$ cat config.mk
export PLATFORM = sky130hd
export DESIGN_NAME = div_8by4_seq
export DESIGN_NICKNAME = d
export VERILOG_FILES = /design/src/rtl/div_8by4_seq.sv
export SDC_FILE = /design/constraint.sdc
export NUM_CORES = 1
export LEC_CHECK = 0
export CAP_MARGIN = 40
export CORE_AREA = 2 2 69 71
export DETAILED_ROUTE_END_ITERATION = 10
export DIE_AREA = 0 0 71 73
export HOLD_SLACK_MARGIN = 0.08
export PLACE_DENSITY = 0.63
export SETUP_SLACK_MARGIN = 0.3
export SLEW_MARGIN = 10
export SYNTH_ARGS = -nofsm -noshare
export SYNTH_HDL_FRONTEND = slang
export SYNTH_SLANG_ARGS = --single-unit
$ cat constraint.sdc
create_clock -name clk -period 3.9 [get_ports clk]
set_clock_uncertainty 0.15 [all_clocks]
set_input_delay 0.585 -clock clk [delete_from_list [all_inputs] [get_ports clk]]
set_output_delay 0.585 -clock clk [all_outputs]
set_load 0.02 [all_outputs]
$ cat src/rtl/div_8by4_seq.sv
`default_nettype none
// ============================================================================
// Module   : div_8by4_seq
// Purpose  : Sequential restoring divider, 8-bit dividend / 4-bit divisor,
//            one quotient bit per cycle behind a start/done handshake.
// Revision : 1.0 - initial release
// ============================================================================
module div_8by4_seq (
  input  logic       clk,
  input  logic       rst_n,
  input  logic       start,
  input  logic [7:0] dividend,
  input  logic [3:0] divisor,
  output logic       busy,
  output logic       done,
  output logic [7:0] quotient,
  output logic [3:0] remainder,
  output logic       div_zero
);

  typedef enum logic [1:0] {
    IDLE = 2'd0,
    RUN  = 2'd1,
    DONE = 2'd2
  } state_t;

  state_t     state;
  state_t     state_next;

  // Partial remainder kept at 4 bits: it is always below the divisor, so the
  // fifth bit of the 5-bit trial value never needs to be stored.
  logic [3:0] r;
  logic [7:0] q_r;
  logic [3:0] d_r;
  logic [2:0] cnt;

  logic       accept;
  logic       last_iter;
  logic [4:0] trial;
  logic       fits;
  logic [3:0] r_next;
  logic [7:0] q_next;

  assign accept    = start && (state != RUN);
  assign last_iter = (cnt == 3'd7);

  // One restoring step: shift in the next dividend bit and subtract if it fits.
  // When the trial fits, trial - d_r < 16, so a 4-bit subtraction is exact.
  always_comb begin
    trial  = {r, q_r[7]};
    fits   = (trial >= {1'b0, d_r});
    r_next = trial[3:0];
    q_next = {q_r[6:0], 1'b0};
    if (fits) begin
      r_next = trial[3:0] - d_r;
      q_next = {q_r[6:0], 1'b1};
    end
  end

  // State register.
  always_ff @(posedge clk or negedge rst_n) begin
    if (!rst_n) state <= IDLE;
    else        state <= state_next;
  end

  // Next-state and handshake outputs; DONE accepts a new request like IDLE.
  always_comb begin
    state_next = state;
    busy       = 1'b0;
    done       = 1'b0;
    case (state)
      IDLE, DONE: begin
        done = (state == DONE);
        if (accept) state_next = (divisor == 4'd0) ? DONE : RUN;
        else        state_next = IDLE;
      end
      RUN: begin
        busy = 1'b1;
        if (last_iter) state_next = DONE;
      end
      default: state_next = IDLE;
    endcase
  end

  // Datapath: operand capture, iteration, and result registers updated on DONE entry.
  always_ff @(posedge clk or negedge rst_n) begin
    if (!rst_n) begin
      r         <= 4'd0;
      q_r       <= 8'd0;
      d_r       <= 4'd0;
      cnt       <= 3'd0;
      quotient  <= 8'd0;
      remainder <= 4'd0;
      div_zero  <= 1'b0;
    end else if (accept) begin
      q_r      <= dividend;
      d_r      <= divisor;
      r        <= 4'd0;
      cnt      <= 3'd0;
      div_zero <= 1'b0;
      if (divisor == 4'd0) begin
        quotient  <= 8'hFF;
        remainder <= 4'hF;
        div_zero  <= 1'b1;
      end
    end else if (state == RUN) begin
      r   <= r_next;
      q_r <= q_next;
      cnt <= cnt + 3'd1;
      if (last_iter) begin
        quotient  <= q_next;
        remainder <= r_next;
        div_zero  <= 1'b0;
      end
    end
  end

endmodule
`default_nettype wire
==> results.yml <==
drt:
  vias: 1341
  drt-vias-per-instance: 5.45
  initialDrtViolationCount: 129
  drtAntennaViolNets: 0
  avgRoutedWirePerCell_um: 15.5
  number_of_drc_violations_after_detailed_routing: 0
  postRouteWirelength_um: 3810
  drtPass1Iterations: 4
clocking:
  number_of_clock_sinks: 34
  cts_buffer_count: 5
  clock_latency_ns: 0.28
  ctsResizeCount: 0
  postCtsHoldBufs: 0
  cts_post_setup_buffers_inserted: 0
  tritoncts: "built"
  clock_path_buffers: 2
  ctsRootBufferMaster: "clkbuf_8"
  clkSlewWorstSetupHoldPaths_ns: 0.07
  cts_max_level: 2
timing:
  setup_viol: 0
  fmax_mhz: 370
  rsz0062_at_grt: "no"
  final_critical_path_time_including_i_o_delays_and_setup_ns: 2.70
  final.hold.worst_slack_ns: 0.349
  timing.final.ws_setup_ns: 1.20
  tightestPinTransition_ns: 0.765
  setup_total_negative_slack_ns: 0
  slew_headroom: 0.490
  final-max-slew-violation-count: 0
  finalHoldViolations: 0
  fin_crit_sh: 0.693
worst_setup_path:
  end_kind: "output pin"
  crit_path_required_time_ns: 3.16
  reg2reg_slack_ns: 1.47
  worstPathCellList: "nand2b_2, inv_1, clkdlybuf4s50_1"
  max_stage_delay_ns: 0.68
  rr_startpoint: "state[0]$_DFFE_PN0P_"
  timing.critical_path.arrival_ns: 1.97
  critPathLaunch: "state[1]$_DFFE_PN0P_"
  cpMaxStageDelayCell: "clkdlybuf4s50_1"
  start_kind: "flip-flop"
  critical_path.max_fanout: 12
  criticalPathCategory: "reg2out"
yosys:
  mappedNetlistNets: 182
  syn_avg_cell_area_sq_um: 10.9
  synthesis.yosys.warnings: 0
  synth_edf_count: 0
  postSynthRegisterBits: 34
  yosysUniqueCellTypes: 42
  post_synth_inst_count: 160
  synth-async-reset-ratio: 1.00
  fraction_of_the_yosys_area_taken_by_sequential_cells: 0.489
  mappedNetlistArea_sq_um: 1740
  synth-main-ff-cell: "dfrtp_1"
global_routing:
  first_global_vias: 1353
  gr-total-overflow: 0
  grt_antenna_before_repair: 0
  grt_pass1_wl_um: 6260
  grt_start_max_net_pins: 35
  groute.usage.overall: 0.160
cells_and_area:
  fillers: 398
  syn_to_final_growth_pct: 24.9
  final_core_util: 0.479
  finish.net_count: 213
  post_route_cells_drive_above_1_share: 0.125
  antenna_cells: 0
  final_non_filler_cell_area_sq_um: 2170
placed_design:
  post_placement_cell_area_sq_um: 2060
  io_buffers: 29
  preCtsSetupSlack_ns: 1.06
  gp_routability_congestion: 0.845
  hpwl_um: 2760
status:
  outcome: "finished, final reports clean"
power:
  ir_drop_mv: 0.423
  power.leakage_nw: 0.923
  power_density_nw_per_um2: 912
floorplanning:
  die-width_um: 71
  design.portCount: 30
  initial_utilization: 0.383
  design.core.area_sq_um: 4540
  die_h_um: 73
  rows: 25
  die-area_sq_um: 5180
min_path:
  hold_start: "quotient[6]$_DFFE_PN0P_"
  hold_path.class: "reg2reg"
flow_run:
  cap_violations: 0
## final cells by class
cell class | count | area [sq um] | share of cell area
Sequential cell | 34 | 851 | 0.392
Multi-Input combinational cell | 108 | 793 | 0.365
Timing Repair Buffer | 32 | 313 | 0.144
Clock buffer | 8 | 110 | 0.0507
Tap cell | 54 | 67.6 | 0.0311
Inverter | 10 | 37.5 | 0.0173
## final timing paths
| path | to | cells past startpoint |
|---|---|---|
| worst min register to register | quotient[6]$_DFFE_PN0P_ | 1 |
| worst max-delay path | busy | 3 |
| max in group asynchronous | cnt[2]$_DFFE_PN0P_ | 2 |
| min in group asynchronous | q_r[5]$_DFFE_PN0P_ | 2 |
| worst min-delay path | quotient[6]$_DFFE_PN0P_ | 1 |
| worst max register to register | remainder[1]$_DFFE_PN0P_ | 6 |
## cells by family (layout without fill, tap and decap cells)
kind of cell / Yosys count / in the layout / share of synthesized area
fa+ha+maj: 7 / 7 / 0.0547
flops: 34 / 34 / 0.489
compound gates: 45 / 45 / 0.191
mux: 11 / 11 / 0.0662
buf+inv: 18 / 50 / 0.0547
xor+xnor: 1 / 1 / 0.00504
simple gates: 44 / 44 / 0.140
## per-stage QoR
step	power, mW	cells
6_report	1.98	246
3_3_place_gp	1.65	238
2_1_floorplan	1.36	160
4_1_cts	2.00	246
3_5_place_dp	1.69	238
5_1_grt	2.14	246
## metal layers
metal  track usage  part of all wire  routed length, um  vias to the layer above
li1              -                 -                  -                      639
met1         0.197              0.43               1640                      664
met2         0.260              0.51               1940                       32
met3        0.0566             0.048                182                        6
met4        0.0587             0.013                 51                        0
met5             0                 0                  0                        -
## registers in the layout (all words and copies together), names as in the netlist
register   flops
state          2
cnt            3
d_r            4
remainder      4
r              4
quotient       8
q_r            8
div_zero       1
## layout by cell type, fill, tap and decap left out, types with 2 or more instances in the layout
cell	synthesis	final
dfrtp_1	34	34
clkdlybuf4s50_1	0	29
nand2_1	12	12
o21ai_0	12	12
inv_1	10	10
a21oi_1	9	9
clkbuf_8	0	8
mux2i_1	7	7
nor2_1	6	6
ha_1	6	6
o22a_1	5	5
mux2_2	4	4
nand3_1	4	4
nor4_1	4	4
nor2b_1	3	3
nand3b_1	3	3
nor3_1	3	3
a211oi_1	3	3
buf_4	1	3
a21oi_2	2	2
or2_1	2	2
o32a_1	2	2
a311o_1	2	2
nand4_1	2	2
## power breakdown
part           switching (mW)  leakage [nW]  internal, mW
Clock                   0.123        0.0575         0.178
Sequential              0.122         0.401         0.525
Combinational           0.577         0.465         0.455
## synth_stat cells (all sizes together), types with 2 or more instances
| cell type | instances | area (sq um) |
|---|---|---|
| dfrtp | 34 | 851 |
| nand2 | 13 | 56.3 |
| o21ai | 13 | 65.1 |
| a21oi | 11 | 62.6 |
| inv | 10 | 37.5 |
| mux2i | 7 | 70.1 |
| nor2 | 7 | 33.8 |
| ha | 6 | 75.1 |
| o22a | 5 | 43.8 |
| clkbuf | 4 | 15.0 |
| mux2 | 4 | 45.0 |
| nand3 | 4 | 20.0 |
| nor4 | 4 | 25.0 |
| a211oi | 3 | 22.5 |
| buf | 3 | 30.0 |
| nand3b | 3 | 22.5 |
| nor2b | 3 | 18.8 |
| nor3 | 3 | 15.0 |
| a21o | 2 | 16.3 |
| a311o | 2 | 20.0 |
| nand4 | 2 | 12.5 |
| o31ai | 2 | 28.8 |
| o32a | 2 | 20.0 |
| or2 | 2 | 12.5 |
## critical path: cells and delay by family (launching register included)
kind | cells | cell delay [ns]
DFF | 1 | 0.38
and+or+nand+nor | 1 | 0.28
buffers and inverters | 2 | 1.02
(Power assumes the default switching activity.)
